$ cat src/rtl/dr_arb_pkg.sv
// Shared types and default sizing for the data-register access arbiter.
// Optional feature macro used by the top: DR_ARB_LOCK_EN.
package dr_arb_pkg;

  typedef enum logic {
    ST_IDLE = 1'b0,
    ST_RESP = 1'b1
  } state_e;

  localparam int          DR_NUM_REQ   = 4;
  localparam int          DR_DW        = 32;
  localparam logic [31:0] DR_RESET_VAL = 32'h0000ABCD;
  localparam int          DR_CNT_W     = 16;

endpackage

$ cat src/rtl/rr_pick.sv
// Rotating-priority picker: the first valid requester found searching ptr, ptr+1, ... mod N.
// Purely combinational; i_ptr is assumed to be below N.
module rr_pick #(
  parameter int N  = 4,
  parameter int PW = 2
) (
  input  logic [N-1:0]  i_valid,
  input  logic [PW-1:0] i_ptr,
  output logic [N-1:0]  o_grant,
  output logic [PW-1:0] o_idx,
  output logic          o_any
);

  logic [N-1:0]  w_hit;
  logic [PW-1:0] w_cand [N];

  // Candidate gi is the requester gi steps after the pointer; ptr+gi < 2N so one wrap suffices.
  for (genvar gi = 0; gi < N; gi++) begin : g_cand
    logic [PW:0] w_sum;
    logic [PW:0] w_mod;
    assign w_sum       = {1'b0, i_ptr} + (PW+1)'(gi);
    assign w_mod       = (w_sum >= (PW+1)'(N)) ? (w_sum - (PW+1)'(N)) : w_sum;
    assign w_cand[gi]  = w_mod[PW-1:0];
    assign w_hit[gi]   = i_valid[w_cand[gi]];
  end

  always_comb begin
    o_idx   = '0;
    o_any   = 1'b0;
    o_grant = '0;
    for (int i = N - 1; i >= 0; i--) begin
      if (w_hit[i]) begin
        o_idx = w_cand[i];
        o_any = 1'b1;
      end
    end
    if (o_any) o_grant[o_idx] = 1'b1;
  end

endmodule

$ cat src/rtl/dr_access_arbiter.sv
// Owns the shared data register and serialises round-robin read/write accesses to it.
// Define DR_ARB_LOCK_EN to add req_lock_i, letting a winner keep priority for its next request.
module dr_access_arbiter
  import dr_arb_pkg::*;
#(
  parameter int            NUM_REQ   = DR_NUM_REQ,
  parameter int            DW        = DR_DW,
  parameter logic [DW-1:0] RESET_VAL = DW'(DR_RESET_VAL),
  parameter int            CNT_W     = DR_CNT_W
) (
  input  logic                  clk_i,
  input  logic                  rst_ni,
  input  logic [NUM_REQ-1:0]    req_valid_i,
  input  logic [NUM_REQ-1:0]    req_we_i,
  input  logic [NUM_REQ*DW-1:0] req_wdata_i,
`ifdef DR_ARB_LOCK_EN
  input  logic [NUM_REQ-1:0]    req_lock_i,
`endif
  output logic [NUM_REQ-1:0]    req_ready_o,
  output logic [NUM_REQ-1:0]    rsp_valid_o,
  output logic [DW-1:0]         rsp_rdata_o,
  output logic [DW-1:0]         dr_q_o,
  output logic                  busy_o,
  output logic [CNT_W-1:0]      access_cnt_o
);

  localparam int PW = (NUM_REQ > 1) ? $clog2(NUM_REQ) : 1;

  state_e               r_state;
  logic [DW-1:0]        r_dr_q;
  logic [DW-1:0]        r_rsp_rdata;
  logic [NUM_REQ-1:0]   r_rsp_valid;
  logic [PW-1:0]        r_ptr;
  logic [PW-1:0]        r_winner;
  logic                 r_lock;
  logic [CNT_W-1:0]     r_cnt;

  logic [NUM_REQ-1:0]   w_grant;
  logic [PW-1:0]        w_idx;
  logic                 w_any;
  logic [DW-1:0]        w_wdata_sel;
  logic                 w_we_sel;
  logic                 w_lock_sel;
  logic [PW-1:0]        w_next_ptr;

  rr_pick #(
    .N  (NUM_REQ),
    .PW (PW)
  ) u_pick (
    .i_valid (req_valid_i),
    .i_ptr   (r_ptr),
    .o_grant (w_grant),
    .o_idx   (w_idx),
    .o_any   (w_any)
  );

  assign w_wdata_sel = req_wdata_i[w_idx*DW +: DW];
  assign w_we_sel    = req_we_i[w_idx];

`ifdef DR_ARB_LOCK_EN
  assign w_lock_sel = req_lock_i[w_idx];
`else
  assign w_lock_sel = 1'b0;
`endif

  // A locked winner keeps the pointer on itself so it wins again if still requesting.
  assign w_next_ptr = r_lock ? r_winner
                    : (r_winner == PW'(NUM_REQ - 1)) ? '0 : r_winner + 1'b1;

  assign req_ready_o  = (r_state == ST_IDLE && rst_ni) ? w_grant : '0;
  // Reset during the response cycle must suppress the strobe that is already registered.
  assign rsp_valid_o  = r_rsp_valid & {NUM_REQ{rst_ni}};
  assign rsp_rdata_o  = r_rsp_rdata;
  assign dr_q_o       = r_dr_q;
  assign busy_o       = (r_state != ST_IDLE);
  assign access_cnt_o = r_cnt;

  always_ff @(posedge clk_i) begin
    if (!rst_ni) begin
      r_state     <= ST_IDLE;
      r_dr_q      <= RESET_VAL;
      r_rsp_rdata <= '0;
      r_rsp_valid <= '0;
      r_ptr       <= '0;
      r_winner    <= '0;
      r_lock      <= 1'b0;
      r_cnt       <= '0;
    end else begin
      case (r_state)
        ST_IDLE: begin
          if (w_any) begin
            r_winner    <= w_idx;
            r_lock      <= w_lock_sel;
            r_rsp_valid <= w_grant;
            r_rsp_rdata <= w_we_sel ? w_wdata_sel : r_dr_q;
            if (w_we_sel) r_dr_q <= w_wdata_sel;
            r_state     <= ST_RESP;
          end
        end
        ST_RESP: begin
          r_rsp_valid <= '0;
          r_cnt       <= r_cnt + 1'b1;
          r_ptr       <= w_next_ptr;
          r_state     <= ST_IDLE;
        end
        default: r_state <= ST_IDLE;
      endcase
    end
  end

endmodule

$ cat config.mk
export PLATFORM = sky130hd
export DESIGN_NAME = dr_access_arbiter
export DESIGN_NICKNAME = d
export VERILOG_FILES = /design/src/rtl/dr_arb_pkg.sv /design/src/rtl/rr_pick.sv /design/src/rtl/dr_access_arbiter.sv
export SDC_FILE = /design/constraint.sdc
export NUM_CORES = 1
export LEC_CHECK = 0
export ABC_AREA = 0
export BUFFER_PORTS_ARGS = -buffer_cell sky130_fd_sc_hd__buf_2
export CAP_MARGIN = 20
export CORE_MARGIN = 3
export CORE_UTILIZATION = 35
export DETAILED_ROUTE_END_ITERATION = 12
export PLACE_DENSITY = 0.66
export RECOVER_POWER = 50
export SLEW_MARGIN = 10
export SYNTH_ARGS = -nofsm -noshare
export SYNTH_HDL_FRONTEND = slang
export SYNTH_SLANG_ARGS = --single-unit
$ cat constraint.sdc
create_clock -name clk_i -period 4.5 [get_ports clk_i]
set_clock_uncertainty 0.05 [all_clocks]
set_input_delay 1.125 -clock clk_i [delete_from_list [all_inputs] [get_ports clk_i]]
set_output_delay 1.125 -clock clk_i [all_outputs]
set_load 0.03 [all_outputs]
# ---- After elaboration in Yosys (flattened, before gate mapping)
# Cells that the tools add are included.
# W data, S select, Z words.
dict set report word_totals {
  reg_bits 89
  input_bits 138
  output_inout_bits 89
  wordCells 66
}
dict set report classes {
  magnitude_cmp 10
  n_eq_ne 2
  shifts 1
  add_sub_neg 9
  n_reduce_logical 3
  muxes 32
  n_bitwise 2
}
# operator count
set op_table {}
lappend op_table {{$shiftx A128 B8 Y32} 1}
lappend op_table {{$mux W32} 1}
lappend op_table {{$mux W2} 9}
lappend op_table {{$add A16 B1 Y16 const B} 1}
lappend op_table {{$lt A2 B3 Y1 const B} 5}
lappend op_table {{$mux W4} 3}
lappend op_table {{$mux W1} 11}
lappend op_table {{$bmux W1 S2} 5}
lappend op_table {{$ge A3 B3 Y1 const B} 3}
lappend op_table {{$pmux W4 S2} 1}
lappend op_table {{$sub A2 B1 Y2 const B} 4}
lappend op_table {{$add A2 B2 Y3 const B} 2}
lappend op_table {{$and A4 B4 Y4} 1}
lappend op_table {{$add A2 B1 Y3 const B} 1}
lappend op_table {{$ge A2 B3 Y1 const B} 1}
lappend op_table {{$add A2 B1 Y2 const B} 1}
lappend op_table {{$demux W1 S2} 1}
lappend op_table {{$eq A2 B2 Y1 const B} 1}
lappend op_table {{$ge A2 B1 Y1 const B} 1}
lappend op_table {{$logic_and A1 B1 Y1} 2}
lappend op_table {{$ne A2 B1 Y1 const B} 1}
lappend op_table {{$pmux W1 S2} 1}
lappend op_table {{$reduce_and A2 Y1} 1}
lappend op_table {{$not A1 Y1} 1}

# ---- Longest topological paths before layout
dict set report logic_depth {
  depth_word 16
  depth_mapped 10
  ltp_nobuf 7
}

# ---- Cells and area by module
# From an unflattened synthesis, not the netlist that was laid out.
dict set report hier_totals {
  hier_cells 399
  area_unflattened_um2 3762.4
}
# module cells_per_inst seq_area_each_um2 area_each_um2 n_inst
set by_module_without_submodules {}
lappend by_module_without_submodules {dr_access_arbiter 366 1341.3 3550.9 1}
lappend by_module_without_submodules {rr_pick 33 0.0 211.5 1}

# ---- Least setup slack after synthesis
# No wires, ideal clock.
dict set report synth_path {
  path_type {input to output}
  start {in req_valid_i[2]}
  end {out req_ready_o[1]}
  path_stages 6
  t_arrival_ps 2789
  path_slack_ps 536
  t_required_ps 3325
  cell_sequence {nor2b_1 > nor2b_1 > or3_1 > buf_2 > clkbuf_1 > nor3_1}
}
dict set report synth_between {
  elab_chain_len 12
  word_cells_on_any_way 23
}
# element line
set synth_lines {}
lappend synth_lines {{from (decl)} dr_access_arbiter.sv:13} ;# input logic [NUM_REQ-1:0] req_valid_i,
lappend synth_lines {{$bmux W1 S2} rr_pick.sv:24} ;# assign w_hit[gi] = i_valid[w_cand[gi]];
lappend synth_lines {{$mux W1 (not written as such)} rr_pick.sv:24}
lappend synth_lines {{$mux W2 (4 in series)} rr_pick.sv:32} ;# if (w_hit[i]) begin
lappend synth_lines {{$lt A2 B3 Y1 (not written as such) or $ge A2 B1 Y1 (tied branches)} rr_pick.sv:37} ;# if (o_any) o_grant[o_idx] = 1'b1;
lappend synth_lines {{$logic_and A1 B1 Y1 (not written as such)} rr_pick.sv:37}
lappend synth_lines {{$mux W1 (not written as such)} rr_pick.sv:37}
lappend synth_lines {{$demux W1 S2} n/a}
lappend synth_lines {{$mux W4 *} rr_pick.sv:37}
lappend synth_lines {{$mux W4 *} dr_access_arbiter.sv:70} ;# assign req_ready_o = (r_state == ST_IDLE && rst_ni) ? w_grant : '0;
lappend synth_lines {{to (decl)} dr_access_arbiter.sv:19} ;# output logic [NUM_REQ-1:0] req_ready_o,
# Every way passes the cells marked *; elsewhere a longest branch is shown, timed or not. The select of a mux whose other input is x is not followed.

# ---- Worst setup path in the final report
dict set report layout_path {
  start {in req_valid_i[2]}
  end {out req_ready_o[3]}
}
# Same word-level chain as after synthesis.

==> results.json <==
{
  "setup_ws_ns": 0.843,
  "die_h_um": 113,
  "leakage_nw": 2.42,
  "dieArea_um2": 12800,
  "cp_data_arrival_time_ns": 2.48,
  "power_density_nw_per_um2": 398,
  "synth_ff_type": "dfxtp_1",
  "clockBufferDepth": 2,
  "grt_overflow_total": 0,
  "cap_violations": 1,
  "area_delta_synth_final_pct": 31.7,
  "wirelength_um": 12600,
  "worstSkewPairLatency_ns": 0.32,
  "finalSetupViolCount": 0,
  "dr.pass1.iters": 4,
  "dp_hpwl_um": 9520,
  "setup_tns_ns": 0,
  "path_class": "in -> out",
  "fillers": 1124,
  "regArea_um2": 1340,
  "nets": 854,
  "tightest_slew_ns": 2.19,
  "synth-seq-cells": 67,
  "cts_root_buf": "clkbuf_16",
  "period_needed_ns": 3.66,
  "clk_pin_slew_ns": 0.06,
  "holdCritPathClass": "reg -> reg",
  "grt_pass1_vias": 3958,
  "layout-drive-gt1-share_pct": 27.3,
  "via_per_inst": 5.08,
  "reg2reg_to": "dr_q_o[24]",
  "r2r-start": "r_ptr[1]",
  "endpoint_kind": "primary output",
  "finalHoldViolCount": 0,
  "status": "finished, violations left",
  "place_ws_ns": 0.847,
  "seq_area_frac_synth_pct": 33.5,
  "port_buffers": 226,
  "htreeDepth": 3,
  "rsz0062_at_grt": "false",
  "drtIter0Drc": 250,
  "route.detailed.drc": 0,
  "yosysWarnings": 0,
  "syn_avg_cell_area_um2": 7.54,
  "postCtsSetupRepairBufs": 0,
  "synthArstFlopShare_pct": 0,
  "via_count": 4372,
  "reg2reg_depth": 8,
  "start_util_pct": 36.3,
  "crit_fanout": 6,
  "period_share_pct": 81.3,
  "antenna_left": 0,
  "ios": 227,
  "place_congestion": 0.836,
  "whs_path_depth": 2,
  "report.final.slew_viol_count": 63,
  "synthCells": 531,
  "cts_tree": "yes",
  "ctsResizeCount": 0,
  "clock-sinks": 67,
  "syn_area_um2": 4010,
  "r2r_slack_ns": 1.90,
  "die_w_um": 113,
  "multi_input_area_um2": 2310,
  "synth_fp_nets": 671,
  "hold_end": "dr_q_o[28]",
  "yosysUniqueCellTypes": 35,
  "wire_per_inst_um": 14.6,
  "synth-edff-count": 0,
  "grtUsageTotal_pct": 18.6,
  "ir_drop_mv": 0.226,
  "critPathLaunchType": "input pin",
  "antenna_found_initial": 0,
  "clock.fmax_mhz": 273,
  "max_slew_margin_pct": -45.9,
  "core_area_um2": 11000,
  "cts_hold_buffers": 0,
  "grt_pass1_wl_um": 19400,
  "violations": "max-capacitance violations, max-slew violations",
  "crit_required_ns": 3.32,
  "grt_max_degree": 69,
  "min_from": "dr_q_o[28]",
  "cts_buffers": 9,
  "num_rows": 38
}
[final cells by class]
type / instances / area share [%]
Multi-Input combinational cell: 399 / 43.8
Tap cell: 140 / 3.32
Clock buffer: 10 / 4.53
Sequential cell: 67 / 25.4
Clock inverter: 6 / 1.35
Antenna cell: 1 / 0.0474
Inverter: 2 / 0.142
Timing Repair Buffer: 235 / 21.4
[flip-flops by register name (all words and copies together) (netlist names)]
name and count:
dr_q_o 32, access_cnt_o 16, rsp_rdata_o 10, r_rsp_valid 4
r_ptr 2, r_winner 2, busy_o 1
[critical path, cell delays in order]
cell and delay, ns:
buf_2 0.13, nor2b_1 0.16, nor2b_1 0.15, or3_1 0.48, nor3_1 0.21, buf_2 0.22
[report_power, final]
group	switching, mW	internal [mW]
clock network	0.268	0.449
logic	0.454	0.222
registers	0.0513	0.656
total	0.773	1.33
[cell usage after synthesis (all sizes together) (2+ instances only)]
library cell	count	area, um^2
nand2	132	495
nand3	70	355
dfxtp	67	1340
mux2i	46	460
buf	36	265
clkbuf	27	101
nand4	27	169
a21boi	26	195
and2	17	106
o21ai	16	80.1
a21oi	12	60.1
xnor2	10	87.6
nor2	9	36.3
nor2b	8	50.1
nor3	6	30.0
or3	5	31.3
a22oi	3	22.5
and3	2	12.5
ha	2	25.0
inv	2	7.51
[kinds of logic after synthesis]
| group | after synthesis | share of synthesized area (%) |
|---|---|---|
| fa+ha+maj | 2 | 0.625 |
| compound gates | 61 | 10.0 |
| mux | 46 | 11.5 |
| simple gates | 279 | 32.6 |
| buf+inv | 65 | 9.34 |
| xor+xnor | 11 | 2.41 |
| flops | 67 | 33.5 |
[per-layer routing]
| metal | vias to the layer above | track usage (%) | wire [um] |
|---|---|---|---|
| li1 | 2173 | - | - |
| met1 | 2001 | 23.4 | 5280 |
| met2 | 192 | 31.9 | 6250 |
| met3 | 6 | 4.87 | 958 |
| met4 | 0 | 4.41 | 77 |
| met5 | - | 0 | 0 |
[stage by stage]
step	utilization, %	instance area [um^2]	std cells	total power, mW	hold slack, ns
floorplan	-	4010	531	1.23	0.398
global placement	45.5	5020	842	1.41	0.406
detailed placement	45.7	5040	843	1.42	0.410
CTS	48.5	5350	859	2.15	0.420
global route	47.8	5270	859	2.22	0.450
finish	47.8	5270	860	2.10	0.418
[how the worst max path moves through the flow]
stage,start,end,depth (start not counted)
after floorplan,req_valid_i[2],req_ready_o[1],6
after global placement,req_valid_i[2],req_ready_o[1],7
after detailed placement,req_valid_i[2],req_ready_o[3],6
after CTS,req_valid_i[2],req_ready_o[3],6
after global routing,req_valid_i[2],req_ready_o[0],7
final,req_valid_i[2],req_ready_o[3],6
[cells in the final DEF (no fill, tap or decap), types with 2 or more instances in the layout]
cell        netlist  final
nand3_1          69     69
nor2b_1           8      8
clkbuf_16         0      9
nor3_1            6      5
dfxtp_1          67     67
mux2i_1          46     46
ha_1              2      2
xnor2_1          10     10
and2_1           17      9
a22oi_1           3      3
o21ai_0          16     16
clkinvlp_4        0      2
a21oi_1          12     12
or3_1             5      5
a21boi_1         22     22
nor2_4            0      2
nand2_1         132    132
nand4_1          27     27
a21boi_0          4      4
clkbuf_1         27     62
inv_1             2      2
buf_4            26      6
and2_0            0      7
and3_1            2      2
nor2_1            8      7
inv_6             0      2
buf_2             7    166
Power figures use the tool's default switching activity.
